<file path="src/rtl/ysyx_25020037_wbu_pkg.sv">
// ysyx_25020037_wbu_pkg: shared widths, FSM state encoding, mem_size codes
// and the packed write-back bus carried from the WBU to the register file.
// Imported by the interface, the load extender and the WBU top.
package ysyx_25020037_wbu_pkg;

  localparam int XLEN  = 32;  // data width
  localparam int PC_W  = 30;  // word-address PC width (byte PC = {pc, 2'b0})
  localparam int RD_W  = 4;   // GPR index width (16 registers)
  localparam int CSR_W = 3;   // {mtvec, mepc, mstatus} write enables

  typedef enum logic [1:0] {
    WBU_IDLE      = 2'd0,
    WBU_WAIT_LOAD = 2'd1,
    WBU_COMMIT    = 2'd2
  } wbu_state_t;

  localparam logic [1:0] MEM_BYTE = 2'b00;
  localparam logic [1:0] MEM_HALF = 2'b01;
  localparam logic [1:0] MEM_WORD = 2'b10;  // 2'b11 is also handled as a word

  // Write-back bus towards the GPR/CSR file (wu_to_gu).
  typedef struct packed {
    logic [PC_W-1:0]  pc;
    logic [RD_W-1:0]  rd;
    logic             gpr_wen;
    logic [XLEN-1:0]  gpr_wdata;
    logic             ecall;
    logic             mret;
    logic [CSR_W-1:0] csr_wen;
    logic [XLEN-1:0]  csr_wdata;
  } wu_bus_t;

endpackage

</file>
<file path="src/rtl/ysyx_25020037_wbu_if.sv">
// ysyx_25020037_wbu_if: LSU-to-WBU instruction handshake plus the memory
// load-response channel. master = LSU/memory side, slave = WBU side.
// Ports: lsu_valid/wbu_ready handshake, in_* instruction fields, mem_rvalid/mem_rdata.
interface ysyx_25020037_wbu_if;
  import ysyx_25020037_wbu_pkg::*;

  logic             lsu_valid;
  logic             wbu_ready;
  logic [PC_W-1:0]  in_pc;
  logic [RD_W-1:0]  in_rd;
  logic             in_gpr_wen;
  logic [XLEN-1:0]  in_result;
  logic             in_is_load;
  logic [1:0]       in_mem_size;
  logic             in_mem_unsigned;
  logic [1:0]       in_addr_lo;
  logic             in_ecall;
  logic             in_mret;
  logic [CSR_W-1:0] in_csr_wen;
  logic [XLEN-1:0]  in_csr_wdata;
  logic             mem_rvalid;
  logic [XLEN-1:0]  mem_rdata;

  modport master (
    output lsu_valid, in_pc, in_rd, in_gpr_wen, in_result, in_is_load,
           in_mem_size, in_mem_unsigned, in_addr_lo, in_ecall, in_mret,
           in_csr_wen, in_csr_wdata, mem_rvalid, mem_rdata,
    input  wbu_ready
  );

  modport slave (
    input  lsu_valid, in_pc, in_rd, in_gpr_wen, in_result, in_is_load,
           in_mem_size, in_mem_unsigned, in_addr_lo, in_ecall, in_mret,
           in_csr_wen, in_csr_wdata, mem_rvalid, mem_rdata,
    output wbu_ready
  );

endinterface

</file>
<file path="src/rtl/ysyx_25020037_load_ext.sv">
// ysyx_25020037_load_ext: selects the byte/half/word lane of a raw memory word
// and sign- or zero-extends it. Purely combinational.
// Ports: rdata, size, is_unsigned, addr_lo in; data out.
module ysyx_25020037_load_ext
  import ysyx_25020037_wbu_pkg::*;
(
  input  logic [XLEN-1:0] rdata,
  input  logic [1:0]      size,
  input  logic            is_unsigned,
  input  logic [1:0]      addr_lo,
  output logic [XLEN-1:0] data
);

  logic [7:0]  byte_v;
  logic [15:0] half_v;

  always_comb begin
    byte_v = rdata[{addr_lo, 3'b000} +: 8];
    // Halves are naturally aligned, so only addr_lo[1] picks the lane.
    half_v = addr_lo[1] ? rdata[31:16] : rdata[15:0];
    data   = rdata;
    case (size)
      MEM_BYTE: data = is_unsigned ? {{(XLEN-8){1'b0}}, byte_v}
                                   : {{(XLEN-8){byte_v[7]}}, byte_v};
      MEM_HALF: data = is_unsigned ? {{(XLEN-16){1'b0}}, half_v}
                                   : {{(XLEN-16){half_v[15]}}, half_v};
      default:  data = rdata;  // word, and 2'b11 treated as word
    endcase
  end

endmodule

</file>
<file path="src/rtl/ysyx_25020037_wbu.sv">
// ysyx_25020037_wbu: write-back stage of the multicycle RV32E core. Accepts one
// instruction from the LSU, waits for the load response if needed, extends
// load data and issues a one-cycle commit pulse (wbu_valid) with wu_* fields.
// Ports: clk, rst (async active-high), lsu (slave modport), wbu_valid, wu_* outputs.
// Optional: define WBU_PERF_EN to add perf_retired / perf_load_stall counters.
module ysyx_25020037_wbu
  import ysyx_25020037_wbu_pkg::*;
(
  input  logic             clk,
  input  logic             rst,
  ysyx_25020037_wbu_if.slave lsu,
  output logic             wbu_valid,
  output logic [PC_W-1:0]  wu_pc,
  output logic [RD_W-1:0]  wu_rd,
  output logic             wu_ecall,
  output logic             wu_mret,
  output logic [CSR_W-1:0] wu_csr_wen,
  output logic [XLEN-1:0]  wu_csr_wdata,
  output logic             wu_gpr_wen,
  output logic [XLEN-1:0]  wu_gpr_wdata
`ifdef WBU_PERF_EN
  ,
  output logic [63:0]      perf_retired,
  output logic [63:0]      perf_load_stall
`endif
);

  wbu_state_t      state;
  logic            ready_q;
  wu_bus_t         wu_q;

  // Load shape captured at accept so WAIT_LOAD does not depend on the LSU
  // still holding its fields.
  logic [1:0]      size_q;
  logic            uns_q;
  logic [1:0]      addr_lo_q;

  logic [1:0]      ext_size;
  logic            ext_uns;
  logic [1:0]      ext_addr_lo;
  logic [XLEN-1:0] ext_data;

  // In IDLE the response may arrive with the instruction itself, so the
  // extender looks at the live fields; otherwise at the captured ones.
  always_comb begin
    ext_size    = size_q;
    ext_uns     = uns_q;
    ext_addr_lo = addr_lo_q;
    if (state == WBU_IDLE) begin
      ext_size    = lsu.in_mem_size;
      ext_uns     = lsu.in_mem_unsigned;
      ext_addr_lo = lsu.in_addr_lo;
    end
  end

  ysyx_25020037_load_ext u_load_ext (
    .rdata       (lsu.mem_rdata),
    .size        (ext_size),
    .is_unsigned (ext_uns),
    .addr_lo     (ext_addr_lo),
    .data        (ext_data)
  );

  always_ff @(posedge clk or posedge rst) begin
    if (rst) begin
      state     <= WBU_IDLE;
      ready_q   <= 1'b1;
      wbu_valid <= 1'b0;
      wu_q      <= '0;
      size_q    <= MEM_BYTE;
      uns_q     <= 1'b0;
      addr_lo_q <= 2'b00;
    end else begin
      case (state)
        WBU_IDLE: begin
          if (lsu.lsu_valid) begin
            wu_q.pc        <= lsu.in_pc;
            wu_q.rd        <= lsu.in_rd;
            wu_q.gpr_wen   <= lsu.in_gpr_wen;
            wu_q.gpr_wdata <= lsu.in_is_load ? ext_data : lsu.in_result;
            wu_q.ecall     <= lsu.in_ecall;
            wu_q.mret      <= lsu.in_mret;
            wu_q.csr_wen   <= lsu.in_csr_wen;
            wu_q.csr_wdata <= lsu.in_csr_wdata;
            size_q         <= lsu.in_mem_size;
            uns_q          <= lsu.in_mem_unsigned;
            addr_lo_q      <= lsu.in_addr_lo;
            ready_q        <= 1'b0;
            if (!lsu.in_is_load || lsu.mem_rvalid) begin
              state     <= WBU_COMMIT;
              wbu_valid <= 1'b1;
            end else begin
              state <= WBU_WAIT_LOAD;
            end
          end
        end
        WBU_WAIT_LOAD: begin
          if (lsu.mem_rvalid) begin
            wu_q.gpr_wdata <= ext_data;
            wbu_valid      <= 1'b1;
            state          <= WBU_COMMIT;
          end
        end
        WBU_COMMIT: begin
          // Single-cycle pulse; stray mem_rvalid here is ignored.
          wbu_valid <= 1'b0;
          ready_q   <= 1'b1;
          state     <= WBU_IDLE;
        end
        default: begin
          wbu_valid <= 1'b0;
          ready_q   <= 1'b1;
          state     <= WBU_IDLE;
        end
      endcase
    end
  end

  assign lsu.wbu_ready = ready_q;
  assign wu_pc         = wu_q.pc;
  assign wu_rd         = wu_q.rd;
  assign wu_ecall      = wu_q.ecall;
  assign wu_mret       = wu_q.mret;
  assign wu_csr_wen    = wu_q.csr_wen;
  assign wu_csr_wdata  = wu_q.csr_wdata;
  assign wu_gpr_wen    = wu_q.gpr_wen;
  assign wu_gpr_wdata  = wu_q.gpr_wdata;

`ifdef WBU_PERF_EN
  always_ff @(posedge clk or posedge rst) begin
    if (rst) begin
      perf_retired    <= 64'd0;
      perf_load_stall <= 64'd0;
    end else begin
      if (wbu_valid) perf_retired <= perf_retired + 64'd1;
      if (state == WBU_WAIT_LOAD) perf_load_stall <= perf_load_stall + 64'd1;
    end
  end
`endif

endmodule

</file>
<file path="src/flat_wrapper.sv">
// flat-port wrapper written by rule: the top's interface ports become plain ports
module ysyx_25020037_wbu_flat import ysyx_25020037_wbu_pkg::*;
  (clk, rst, wbu_valid, wu_pc, wu_rd, wu_ecall, wu_mret, wu_csr_wen, wu_csr_wdata, wu_gpr_wen, wu_gpr_wdata, lsu_lsu_valid, lsu_in_pc, lsu_in_rd, lsu_in_gpr_wen, lsu_in_result, lsu_in_is_load, lsu_in_mem_size, lsu_in_mem_unsigned, lsu_in_addr_lo, lsu_in_ecall, lsu_in_mret, lsu_in_csr_wen, lsu_in_csr_wdata, lsu_mem_rvalid, lsu_mem_rdata, lsu_wbu_ready);
  ysyx_25020037_wbu_if lsu_i ();
  input  logic clk;
  input  logic rst;
  output logic wbu_valid;
  output logic [PC_W-1:0] wu_pc;
  output logic [RD_W-1:0] wu_rd;
  output logic wu_ecall;
  output logic wu_mret;
  output logic [CSR_W-1:0] wu_csr_wen;
  output logic [XLEN-1:0] wu_csr_wdata;
  output logic wu_gpr_wen;
  output logic [XLEN-1:0] wu_gpr_wdata;
  input wire logic [$bits(lsu_i.lsu_valid)-1:0] lsu_lsu_valid;
  input wire logic [$bits(lsu_i.in_pc)-1:0] lsu_in_pc;
  input wire logic [$bits(lsu_i.in_rd)-1:0] lsu_in_rd;
  input wire logic [$bits(lsu_i.in_gpr_wen)-1:0] lsu_in_gpr_wen;
  input wire logic [$bits(lsu_i.in_result)-1:0] lsu_in_result;
  input wire logic [$bits(lsu_i.in_is_load)-1:0] lsu_in_is_load;
  input wire logic [$bits(lsu_i.in_mem_size)-1:0] lsu_in_mem_size;
  input wire logic [$bits(lsu_i.in_mem_unsigned)-1:0] lsu_in_mem_unsigned;
  input wire logic [$bits(lsu_i.in_addr_lo)-1:0] lsu_in_addr_lo;
  input wire logic [$bits(lsu_i.in_ecall)-1:0] lsu_in_ecall;
  input wire logic [$bits(lsu_i.in_mret)-1:0] lsu_in_mret;
  input wire logic [$bits(lsu_i.in_csr_wen)-1:0] lsu_in_csr_wen;
  input wire logic [$bits(lsu_i.in_csr_wdata)-1:0] lsu_in_csr_wdata;
  input wire logic [$bits(lsu_i.mem_rvalid)-1:0] lsu_mem_rvalid;
  input wire logic [$bits(lsu_i.mem_rdata)-1:0] lsu_mem_rdata;
  output wire logic [$bits(lsu_i.wbu_ready)-1:0] lsu_wbu_ready;
  assign lsu_i.lsu_valid = lsu_lsu_valid;
  assign lsu_i.in_pc = lsu_in_pc;
  assign lsu_i.in_rd = lsu_in_rd;
  assign lsu_i.in_gpr_wen = lsu_in_gpr_wen;
  assign lsu_i.in_result = lsu_in_result;
  assign lsu_i.in_is_load = lsu_in_is_load;
  assign lsu_i.in_mem_size = lsu_in_mem_size;
  assign lsu_i.in_mem_unsigned = lsu_in_mem_unsigned;
  assign lsu_i.in_addr_lo = lsu_in_addr_lo;
  assign lsu_i.in_ecall = lsu_in_ecall;
  assign lsu_i.in_mret = lsu_in_mret;
  assign lsu_i.in_csr_wen = lsu_in_csr_wen;
  assign lsu_i.in_csr_wdata = lsu_in_csr_wdata;
  assign lsu_i.mem_rvalid = lsu_mem_rvalid;
  assign lsu_i.mem_rdata = lsu_mem_rdata;
  assign lsu_wbu_ready = lsu_i.wbu_ready;
  ysyx_25020037_wbu u_core (.clk(clk), .rst(rst), .lsu(lsu_i), .wbu_valid(wbu_valid), .wu_pc(wu_pc), .wu_rd(wu_rd), .wu_ecall(wu_ecall), .wu_mret(wu_mret), .wu_csr_wen(wu_csr_wen), .wu_csr_wdata(wu_csr_wdata), .wu_gpr_wen(wu_gpr_wen), .wu_gpr_wdata(wu_gpr_wdata));
endmodule
</file>
<file path="config.mk">
export PLATFORM = sky130hd
export DESIGN_NAME = ysyx_25020037_wbu_flat
export DESIGN_NICKNAME = d
export VERILOG_FILES = /design/src/rtl/ysyx_25020037_wbu_pkg.sv /design/src/rtl/ysyx_25020037_wbu_if.sv /design/src/rtl/ysyx_25020037_load_ext.sv /design/src/rtl/ysyx_25020037_wbu.sv /design/src/flat_wrapper.sv
export SDC_FILE = /design/constraint.sdc
export NUM_CORES = 1
export LEC_CHECK = 0
export BUFFER_PORTS_ARGS = -buffer_cell sky130_fd_sc_hd__buf_2
export CAP_MARGIN = 20
export CORE_MARGIN = 4
export CORE_UTILIZATION = 30
export CTS_CLUSTER_DIAMETER = 120
export CTS_CLUSTER_SIZE = 20
export DETAILED_ROUTE_END_ITERATION = 6
export PLACE_DENSITY_LB_ADDON = 0.12
export SLEW_MARGIN = 15
export SYNTH_ARGS = -nofsm -noshare
export SYNTH_HDL_FRONTEND = slang
export SYNTH_SLANG_ARGS = --single-unit
</file>
<file path="constraint.sdc">
create_clock -name clk -period 8.5 [get_ports clk]
set_input_delay 0.85 -clock clk [delete_from_list [all_inputs] [get_ports clk]]
set_output_delay 0.85 -clock clk [all_outputs]
set_load 0.02 [all_outputs]
</file>
# [After elaboration in Yosys (flattened, before gate mapping)]
# Index checks and enable logic that the tools add are counted.
[totals] regBits=113 latchBits=0 mem_bits_rw=0 romBits=0 in_bits=146 out_inout_bits=106 word_cells=52 mem_count=0
[op_classes] n_addsub=0 mul=0 div=0 order_cmp=0 eq_ne=5 shift=1 muxes=21 bitwise_logic=1 reduce_logical=10
[ops] op="$mux 32" n=4
[ops] op="$pmux 32 s2" n=2
[ops] op="$mux 69" n=1
[ops] op="$shiftx 32x6->8" n=1
[ops] op="$mux 16" n=1
[ops] op="$mux 2" n=5
[ops] op="$ne 2x2->1 const B" n=3
[ops] op="$reduce_and 2->1" n=3
[ops] op="$reduce_and 3->1" n=2
[ops] op="$mux 1" n=5
[ops] op="$eq 2x1->1 const B" n=2
[ops] op="$logic_not 2->1" n=2
[ops] op="$pmux 1 s2" n=2
[ops] op="$pmux 2 s2" n=1
[ops] op="$reduce_bool 2->1" n=1
[ops] op="$logic_not 1->1" n=1
[ops] op="$logic_or 1x1->1" n=1
[ops] op="$not 1->1" n=1

# [Depth between registers and ports, before layout]
# Gate-level depths: netlist (run 1).
[logic_depth] ltp_word=8 depth_mapped=8 mapped_depth_nobuf=5

# [Hierarchy]
# A second synthesis (run 1) with hierarchy kept.
[unflattened] hier_cells=497 hier_area_um2=5477.8
[by_module_without_submodules] mod="ysyx_25020037_wbu" n_inst=1 cells_per_inst=375 area_per_inst_um2=4783.3 seq_area_each_um2=2829.0
[by_module_without_submodules] mod="ysyx_25020037_load_ext" n_inst=1 cells_per_inst=122 area_per_inst_um2=694.4 seq_area_each_um2=0.0

# [Worst setup path after synthesis (run 1)]
# OpenSTA, ideal clock, no wires.
[synth_timing] path_type="input to register" from="input port lsu_in_mem_size[1]" to="register u_core.wu_q (netlist bit u_core.wu_gpr_wdata[15])" t_arrival_ns=2.157 required_ns=8.359 setup_slack_ns=6.202 stages=7 n_path_buf=2 cell_sequence="or3b_2 -> buf_2 -> nand2_1 -> buf_2 -> a21oi_1 -> a2111oi_0 -> a211oi_1"
[synth_between] elab_chain_len=6
[synth_lines] item="start, declared" line="flat_wrapper.sv:22" source="input wire logic [$bits(lsu_i.in_mem_size)-1:0] lsu_in_mem_size;"
[synth_lines] item="$mux 2 (*)" line="ysyx_25020037_wbu.sv:49" source="if (state == WBU_IDLE) begin"
[synth_lines] item="$eq 2x1->1 / $logic_not 2->1 (equally long branches)" line="ysyx_25020037_load_ext.sv:22" source="case (size)"
[synth_lines] item="$pmux 32 s2 (*)" line="ysyx_25020037_load_ext.sv:22"
[synth_lines] item="$mux 32" line="ysyx_25020037_wbu.sv:80" source="wu_q.gpr_wdata <= lsu.in_is_load ? ext_data : lsu.in_result;"
[synth_lines] item="$mux 69" line="ysyx_25020037_wbu.sv:76" source="if (lsu.lsu_valid) begin"
[synth_lines] item="$pmux 32 s2 (*)" line="ysyx_25020037_wbu.sv:74" source="case (state)"
[synth_lines] item="end, declared" line="ysyx_25020037_wbu.sv:30" source="wu_bus_t wu_q;"
# Every way passes the cells marked *; elsewhere a longest branch is shown, timed or not. The select of a mux whose other input is x is not followed.
# A chain may end at the register's enable or synchronous reset.

# [Final worst setup path (run 1)]
[layout_timing] from="register u_core.state[1]" to="register u_core.wu_q (netlist bit u_core.wu_gpr_wdata[26])"
[layout_between] elab_chain_len=8
[layout_lines] item="start, declared" line="ysyx_25020037_wbu.sv:28" source="wbu_state_t state;"
[layout_lines] item="start signal, assigned" line="ysyx_25020037_wbu.sv:66" source="state <= WBU_IDLE;"
[layout_lines] item="start signal, assigned" line="ysyx_25020037_wbu.sv:90" source="state <= WBU_COMMIT;"
[layout_lines] item="start signal, assigned" line="ysyx_25020037_wbu.sv:93" source="state <= WBU_WAIT_LOAD;"
[layout_lines] item="$logic_not 2->1" line="ysyx_25020037_wbu.sv:49, ysyx_25020037_wbu.sv:74"
[layout_lines] item="$mux 2" line="ysyx_25020037_wbu.sv:49"
[layout_lines] item="$shiftx 32x6->8 / $mux 16 (equally long branches)" line="ysyx_25020037_load_ext.sv:18, ysyx_25020037_load_ext.sv:20"
[layout_lines] item="$mux 32 (on tied branches)" line="ysyx_25020037_load_ext.sv:23, ysyx_25020037_load_ext.sv:25"
[layout_lines] item="$pmux 32 s2" line="ysyx_25020037_load_ext.sv:22"
[layout_lines] item="$mux 32" line="ysyx_25020037_wbu.sv:80"
[layout_lines] item="$mux 69" line="ysyx_25020037_wbu.sv:76"
[layout_lines] item="$pmux 32 s2" line="ysyx_25020037_wbu.sv:74"
# Parallel ways exist; a longest one is shown, timed or not. The select of a mux whose other input is x is not followed.

==> results of run 1 <==
cells in the final DEF (no fill, tap or decap), drive strengths merged:
cell type,instances
a2111oi,3
a211oi,3
a21o,1
a21oi,46
a221oi,18
a22oi,1
a31oi,8
a32oi,6
a41oi,1
and2,3
buf,259
clkbuf,18
clkinv,5
clkinvlp,5
dfrtp,112
dfstp,1
inv,15
mux2,5
mux2i,8
nand2,231
nand2b,3
nand3,44
nor2,11
nor2b,10
nor3,3
nor3b,2
nor4b,1
o21a,2
o21ai,44
o21bai,1
o221ai,13
o22ai,4
o32ai,1
or2,1
or3,2
or3b,2
registers in the layout (all words and copies together) (netlist names):
name and flops:
u_core.size_q 2, u_core.wu_gpr_wdata 32, u_core.wu_mret 1, u_core.wu_csr_wen 3
u_core.wu_gpr_wen 1, u_core.uns_q 1, u_core.wu_ecall 1, u_core.wu_rd 4
u_core.wu_csr_wdata 32, u_core.wbu_valid 1, u_core.wu_pc 30, u_core.lsu.wbu_ready 1
u_core.addr_lo_q 2, u_core.state 2
power by group through the flow:
stage | Sequential [mW] | Clock (mW) | Combinational [mW]
2_1_floorplan | 0.869 | 0 | 0.260
3_3_place_gp | 0.739 | 0 | 0.631
3_5_place_dp | 0.734 | 0 | 0.635
4_1_cts | 0.730 | 0.669 | 0.633
5_1_grt | 0.747 | 0.693 | 0.687
6_report | 0.730 | 0.649 | 0.626
layout make-up:
class,count,area share
Multi-Input combinational cell,478,0.335
Sequential cell,113,0.374
Clock inverter,14,0.0144
Inverter,11,0.00579
Clock buffer,18,0.0567
Timing Repair Buffer,259,0.177
Tap cell,229,0.0379
through the flow:
step | worst slack, ns | util | cell area, um2
5_1_grt | 5.25 | 0.417 | 7560
3_5_place_dp | 5.27 | 0.386 | 7000
6_report | 5.45 | 0.417 | 7560
3_3_place_gp | 5.31 | 0.386 | 7000
2_1_floorplan | 4.66 | - | 5600
4_1_cts | 5.49 | 0.415 | 7540
per-layer routing:
layer | vias to the layer above | part of all wire | track usage
li1 | 2698 | - | -
met1 | 2552 | 0.44 | 0.250
met2 | 226 | 0.46 | 0.283
met3 | 32 | 0.085 | 0.0667
met4 | 8 | 0.017 | 0.0628
met5 | - | 0.0027 | 0
worst paths after layout:
path	endpoint	slack, ns	cells past startpoint
max	u_core.wu_gpr_wdata[26]	5.45	5
min	u_core.wu_pc[8]	0.47	2
max reg2reg	u_core.wu_gpr_wdata[26]	5.45	5
min reg2reg	u_core.wu_csr_wdata[17]	0.47	2
max in group asynchronous	u_core.wu_gpr_wdata[7]	6.95	4
min in group clk	u_core.wu_csr_wdata[17]	0.47	2
cells by family (layout without fill, tap and decap cells):
kind of cell | count (synthesis) | after routing | synth area share
flip-flops | 113 | 113 | 0.505
buffers and inverters | 58 | 302 | 0.0462
AO/OA/AOI/OAI | 152 | 152 | 0.186
AND/OR/NAND/NOR | 313 | 313 | 0.238
multiplexers | 13 | 13 | 0.0250
==> impl_metrics.json, run 1 <==
{
  "status": "finished clean",
  "ys_warn_count": 0,
  "fin_nets": 1026,
  "drt-initial-drc-count": 379,
  "cp-end-kind": "register",
  "synth_top_area_frac": 0.500,
  "yosysTopAreaCell": "dfrtp_1",
  "drt_wl_total_um": 19700,
  "grt_pass1_wl_um": 30500,
  "synth.area.top_cells": "dfrtp_1 (50%), nand2_1 (15%), nand3_1 (3.8%)",
  "yosys_register_bits": 113,
  "relSlewSlack": 0.301,
  "setup-tns-final_ns": 0,
  "hold_ws_ns": 0.466,
  "crit_path_start": "u_core.state[1]",
  "final_hold_viol_count": 0,
  "switching_share": 0.379,
  "p_int_mw": 1.24,
  "initial_utilization": 0.309,
  "yosysMostFrequentCell": "nand2_1",
  "critPathArrivalTime_ns": 3.29,
  "syn-num-nets": 795,
  "placed_cells": 1089,
  "grt.total_usage": 0.187,
  "worstPathRequired_ns": 8.74,
  "drv_slew": 0,
  "cp_top_family": "compound AO/OA/AOI/OAI gates",
  "critPathMaxStageDelay_ns": 0.81,
  "ant_nets": 0,
  "period_needed_ns": 3.05,
  "avgSynthCellArea_um2": 8.64,
  "instances_no_fill": 1122,
  "postCtsSetupRepairBufs": 0,
  "firstDrtPassIters": 5,
  "synth_edf_count": 0,
  "coreArea_um2": 18100,
  "seqPwrFrac": 0.364,
  "chipWidth_um": 145,
  "design.die.area_um2": 20900,
  "ir_worst_vdd_mv": 0.157,
  "total_power_mw": 2.00,
  "cts_tree": "done",
  "power.leakage_nw": 3.93,
  "hold_buffers": 0,
  "cts_resized": 0,
  "synthDistinctLibCells": 48,
  "gr-total-overflow": 0,
  "grt_setup_unrepaired": "false",
  "reg2reg_from": "u_core.state[1]",
  "setup_viol": 0,
  "fp.dieH_um": 145,
  "vias_per_cell": 4.92,
  "p_per_area_nw_per_um2": 265,
  "cts_inserted_buffers": 17,
  "areaGrowthSynthToFinish_pct": 35.0,
  "path_clk_slew_ns": 0.06,
  "gp_congestion": 0.856,
  "first_global_vias": 5478,
  "pwr-share-comb": 0.312,
  "rows": 49,
  "wl_per_cell_um": 17.5,
  "tightest_slew_ns": 1.05,
  "p_switching_uw": 760,
  "synthTopCellsByCount": "nand2_1 (231), dfrtp_1 (112), nand3_1 (43)",
  "cp-start-kind": "register",
  "antenna_cells": 0,
  "yosysSeqAreaShare": 0.505,
  "synth.cell_area_um2": 5600,
  "fin_crit_sh": 0.358,
  "numPortBuffers": 251,
  "htreeDepth": 4,
  "cp_num_buf_inv": 0,
  "vias": 5516,
  "grt_max_degree": 78,
  "io_pins": 252,
  "synth_flop_cell": "dfrtp_1",
  "multi_input_area_um2": 2530,
  "antenna_found_initial": 4,
  "worstHoldPathType": "in -> async",
  "synthArstFlopShare": 1.00,
  "fill_cells": 1906,
  "drive_above_1_share": 0.359,
  "syn_inst": 649,
  "crit_path_top_delay_cell": "o22ai_2",
  "cp_cell_sequence": "nor2_1, mux2i_2, a22oi_1, o22ai_2, a21oi_1",
  "clock_sinks": 113,
  "clk_path_buf_depth": 2,
  "cap_violations": 0,
  "cts-root-buf": "clkbuf_16",
  "power_frac_clock": 0.324,
  "fmaxAchievable_mhz": 328,
  "hpwlAfterDp_um": 13900,
  "crit_fanout": 16,
  "drc": 0,
  "clkLatencyLatePin_ns": 0.42,
  "critical_path_class": "reg -> reg",
  "finClkSkew_ns": 0.00789,
  "register_area_um2": 2830
}
(Power assumes the default switching activity.)
==> run 2: changes to the inputs <==
==> constraint.sdc (replaced) <==
create_clock -name clk -period 2.8 [get_ports clk]
set_input_delay 0.28 -clock clk [delete_from_list [all_inputs] [get_ports clk]]
set_output_delay 0.28 -clock clk [all_outputs]
set_load 0.02 [all_outputs]
==> run 2 against run 1 <==
Clock-buffer cell count is 6 higher. Critical path depth stayed put. Cell count is 1.6% higher. Critical endpoint is now u_core.wu_gpr_wdata[27].
==> impl_metrics.json, run 2 (synthesized netlist as in run 1, its figures left out) <==
{
  "relSlewSlack": 0.317,
  "grt_setup_unrepaired": "false",
  "cts_tree": "done",
  "first_global_vias": 5667,
  "final_hold_viol_count": 0,
  "io_pins": 252,
  "finClkSkew_ns": 0.00760,
  "drc": 0,
  "chipWidth_um": 145,
  "gr-total-overflow": 0,
  "critPathArrivalTime_ns": 2.78,
  "hpwlAfterDp_um": 14800,
  "rows": 49,
  "fin_crit_sh": 0.903,
  "design.die.area_um2": 20900,
  "drt-initial-drc-count": 281,
  "htreeDepth": 4,
  "placed_cells": 1106,
  "setup-tns-final_ns": 0,
  "fill_cells": 1890,
  "postCtsSetupRepairBufs": 0,
  "drt_wl_total_um": 20300,
  "layout_commonest_cell": "buf_2",
  "path_clk_slew_ns": 0.06,
  "antenna_found_initial": 3,
  "areaGrowthSynthToFinish_pct": 38.8,
  "total_power_mw": 6.36,
  "vias": 5611,
  "cts_inserted_buffers": 17,
  "power.leakage_nw": 4.05,
  "period_needed_ns": 2.53,
  "fin_nets": 1043,
  "tightest_slew_ns": 1.02,
  "cts-root-buf": "clkbuf_16",
  "critPathMaxStageDelay_ns": 0.77,
  "multi_input_area_um2": 2530,
  "ant_nets": 0,
  "drv_slew": 0,
  "grt.total_usage": 0.193,
  "fin_util": 0.429,
  "dpl_worst_slack_ns": 0.272,
  "instances_no_fill": 1140,
  "numPortBuffers": 251,
  "clock_sinks": 113,
  "place_area_um2": 7170,
  "ir_worst_vdd_mv": 0.440,
  "critical_path_class": "reg -> reg",
  "p_per_area_nw_per_um2": 817,
  "grt_pass1_wl_um": 31100,
  "hold_ws_ns": 0.0487,
  "mostFrequentLayoutCells": "buf_2 (251), nand2_1 (230), dfrtp_1 (112), nand3_1 (43), o21ai_0 (42)",
  "setup_ws_ns": 0.270,
  "fmaxAchievable_mhz": 395,
  "grt_max_degree": 72,
  "crit_fanout": 17,
  "cp_top_family": "compound AO/OA/AOI/OAI gates",
  "initial_utilization": 0.309,
  "register_area_um2": 2830,
  "cp_cell_sequence": "o21a_1, o21ai_1, a221oi_4, o22ai_2, a21oi_1",
  "worstPathRequired_ns": 3.05,
  "fp.dieH_um": 145,
  "setup_viol": 0,
  "clk_path_buf_depth": 2,
  "worstHoldPathType": "in -> reg",
  "crit_path_top_delay_cell": "o22ai_2",
  "cts_resized": 0,
  "cp-end-kind": "register",
  "firstDrtPassIters": 4,
  "design_area_um2": 7780,
  "cp_num_buf_inv": 0,
  "coreArea_um2": 18100,
  "cp-start-kind": "register",
  "clkLatencyLatePin_ns": 0.42,
  "status": "finished clean",
  "gp_congestion": 0.794,
  "vias_per_cell": 4.92,
  "cap_violations": 0,
  "wl_per_cell_um": 17.8,
  "drive_above_1_share": 0.369
}
-- run 2: where the power goes --
part	internal [mW]	switching, mW	total, mW
Sequential	2.00	0.219	2.22
Combinational	0.685	1.27	1.96
Clock	1.43	0.763	2.19
-- run 2: path summary, 6_finish.rpt --
kind                                      start                       to  slack [ns]  depth (start not counted)
min in group asynchronous                   rst          u_core.wu_rd[0]        0.41                          3
max reg2reg                     u_core.state[0]  u_core.wu_gpr_wdata[27]        0.27                          5
max in group asynchronous                   rst     u_core.lsu.wbu_ready        1.61                          4
min reg2reg                     u_core.wu_pc[6]          u_core.wu_pc[6]        0.47                          2
max                             u_core.state[0]  u_core.wu_gpr_wdata[27]        0.27                          5
min                        lsu_in_csr_wdata[14]  u_core.wu_csr_wdata[14]        0.05                          3
-- run 2: timing repair --
item | 4_1_cts | 5_1_grt
hold endpoints to repair | 15 | 0
hold buffers | 1 | 0
setup endpoints to repair | 0 | 0
-- run 2: area by class of cell --
class | instances | share of cell area
inverter | 11 | 0.00579
sequential | 113 | 0.364
timing repair buffer | 276 | 0.191
clock inverter | 8 | 0.0130
antenna | 1 | 0.000322
tap | 229 | 0.0368
multi-input combinational | 478 | 0.325
clock buffer | 24 | 0.0645
-- run 2: worst register-to-register path, delay by kind of cell (launching register included) --
family	cells	cell delay, ns
AO/OA/AOI/OAI	5	1.79
flip-flops	1	0.59
-- run 2: metal layers --
metal	global-route usage	part of all wire
met1	0.256	0.43
met2	0.294	0.47
met3	0.0697	0.083
met4	0.0677	0.021
met5	0	0.0010
==> run 3: changes to the inputs <==
--- a/config.mk
+++ b/config.mk
@@ -8,11 +8,13 @@
 export BUFFER_PORTS_ARGS = -buffer_cell sky130_fd_sc_hd__buf_2
 export CAP_MARGIN = 20
 export CORE_MARGIN = 4
-export CORE_UTILIZATION = 30
+export CORE_UTILIZATION = 43
+export CTS_BUF_LIST = sky130_fd_sc_hd__clkbuf_16
 export CTS_CLUSTER_DIAMETER = 120
 export CTS_CLUSTER_SIZE = 20
 export DETAILED_ROUTE_END_ITERATION = 6
 export PLACE_DENSITY_LB_ADDON = 0.12
+export SKIP_LAST_GASP = 1
 export SLEW_MARGIN = 15
 export SYNTH_ARGS = -nofsm -noshare
 export SYNTH_HDL_FRONTEND = slang
==> run 3 against run 2 <==
Global-route usage up 5.9 points. Critical endpoint is now u_core.wu_gpr_wdata[7]. Largest power group unchanged. Combinational power about the same. Worst setup slack better by 0.021 ns. Sequential power about the same. Highest routed layer unchanged.
==> impl_metrics.json, run 3 (synthesized netlist as in run 1, its figures left out) <==
{
  "status": "finished clean",
  "tightest_slew_ns": 0.761,
  "p_per_area_nw_per_um2": 812,
  "clock_sinks": 113,
  "drt_wl_total_um": 18500,
  "cap_violations": 0,
  "fp.dieH_um": 122,
  "fill_cells": 1199,
  "postCtsSetupRepairBufs": 0,
  "drt-initial-drc-count": 351,
  "cts_inserted_buffers": 17,
  "grt_max_degree": 75,
  "grt_pass1_wl_um": 29000,
  "first_global_vias": 5699,
  "mostFrequentLayoutCells": "buf_2 (251), nand2_1 (230), dfrtp_1 (112), nand3_1 (43), o21ai_0 (42)",
  "fmaxAchievable_mhz": 399,
  "cts-root-buf": "clkbuf_16",
  "power.leakage_nw": 4.01,
  "final_hold_viol_count": 0,
  "numPortBuffers": 251,
  "dpl_worst_slack_ns": 0.280,
  "instances_no_fill": 1074,
  "critical_path_class": "reg -> reg",
  "setup_ws_ns": 0.291,
  "finClkSkew_ns": 0.0105,
  "whs_endpoint": "u_core.wu_csr_wdata[21]",
  "setup-tns-final_ns": 0,
  "hold_buffers": 1,
  "drc": 0,
  "io_pins": 252,
  "wl_per_cell_um": 17.2,
  "crit_fanout": 17,
  "ant_nets": 0,
  "reg2reg_slack_ns": 0.29,
  "period_needed_ns": 2.51,
  "layout_commonest_cell": "buf_2",
  "cts_resized": 0,
  "areaGrowthSynthToFinish_pct": 35.4,
  "worstHoldPathType": "in -> reg",
  "clkLatencyLatePin_ns": 0.41,
  "gr-total-overflow": 0,
  "drv_slew": 0,
  "path_clk_slew_ns": 0.06,
  "vias_per_cell": 5.32,
  "place_area_um2": 7020,
  "drive_above_1_share": 0.360,
  "reg2reg_from": "u_core.state[0]",
  "cts_tree": "done",
  "design.die.area_um2": 14900,
  "fin_crit_sh": 0.896,
  "critPathArrivalTime_ns": 2.78,
  "vias": 5711,
  "coreArea_um2": 12700,
  "ir_worst_vdd_mv": 0.458,
  "hpwlAfterDp_um": 13800,
  "chipWidth_um": 122,
  "antenna_found_initial": 1,
  "worstPathRequired_ns": 3.07,
  "clk_path_buf_depth": 2,
  "gp_congestion": 0.910,
  "initial_utilization": 0.442,
  "firstDrtPassIters": 5,
  "relSlewSlack": 0.493,
  "setup_viol": 0,
  "rr_endpoint": "u_core.wu_gpr_wdata[7]",
  "hold_ws_ns": 0.0582,
  "rr_worst_depth": 5,
  "antenna_cells": 0,
  "cp-start-kind": "register",
  "design_area_um2": 7590,
  "hp-start": "lsu_in_csr_wdata[21]",
  "fin_nets": 1035,
  "grt.total_usage": 0.252,
  "rows": 41,
  "htreeDepth": 4,
  "placed_cells": 1041,
  "grt_setup_unrepaired": "false",
  "cp-end-kind": "register",
  "hold_depth": 3
}
run 3: cell types whose count changed in the layout (fill, tap and decap cells not counted), sizes merged:
| cell | change |
|---|---|
| buf | -8 |
| clkbuf | -7 |
| clkinvlp | -2 |
| clkinv | +6 |
| diode | -1 |
| inv | +3 |
run 3: worst max-delay path by stage:
stage | from | end | slack (ns) | depth (start not counted)
2_1_floorplan | u_core.state[1] | u_core.wu_gpr_wdata[16] | 0.82 | 6
3_3_place_gp | u_core.state[0] | u_core.wu_gpr_wdata[7] | 0.36 | 5
3_5_place_dp | u_core.state[0] | u_core.wu_gpr_wdata[7] | 0.28 | 5
4_1_cts | u_core.state[0] | u_core.wu_gpr_wdata[7] | 0.30 | 5
5_1_grt | u_core.state[0] | u_core.wu_gpr_wdata[7] | 0.008 | 5
6_report | u_core.state[0] | u_core.wu_gpr_wdata[7] | 0.29 | 5
run 3: through the flow:
step / power (mW) / util
CTS: 6.22 / 0.599
detailed placement: 4.17 / 0.554
finish: 6.16 / 0.599
floorplan: 3.43 / -
global route: 6.52 / 0.599
global placement: 4.14 / 0.554
run 3: where the power goes:
group / leakage (nW) / switching [mW] / internal (mW) / total, mW
logic: 2.33 / 1.26 / 0.666 / 1.93
registers: 1.39 / 0.212 / 2.00 / 2.21
clock network: 0.285 / 0.740 / 1.28 / 2.02
run 3: routing by layer:
metal	part of all wire	vias to the layer above	track usage
met3	0.098	35	0.0864
li1	-	2718	-
met5	0.00070	-	0
met4	0.023	2	0.105
met2	0.48	266	0.402
met1	0.40	2690	0.315
run 3: area by class of cell:
| type | count | area [um2] | area share |
|---|---|---|---|
| clock buffers | 17 | 425 | 0.0561 |
| inverters | 11 | 45.0 | 0.00594 |
| flip-flops and latches | 113 | 2830 | 0.373 |
| well taps | 172 | 215 | 0.0284 |
| repair buffers | 268 | 1410 | 0.186 |
| clock inverters | 15 | 129 | 0.0170 |
| multi-input cells | 478 | 2530 | 0.334 |
run 3: critical path, stage by stage (launching register included):
cell and delay (ns):
dfrtp_1 0.57, nor2_1 0.48, mux2i_2 0.57, a211oi_1 0.11, a2111oi_0 0.50, o22ai_1 0.14
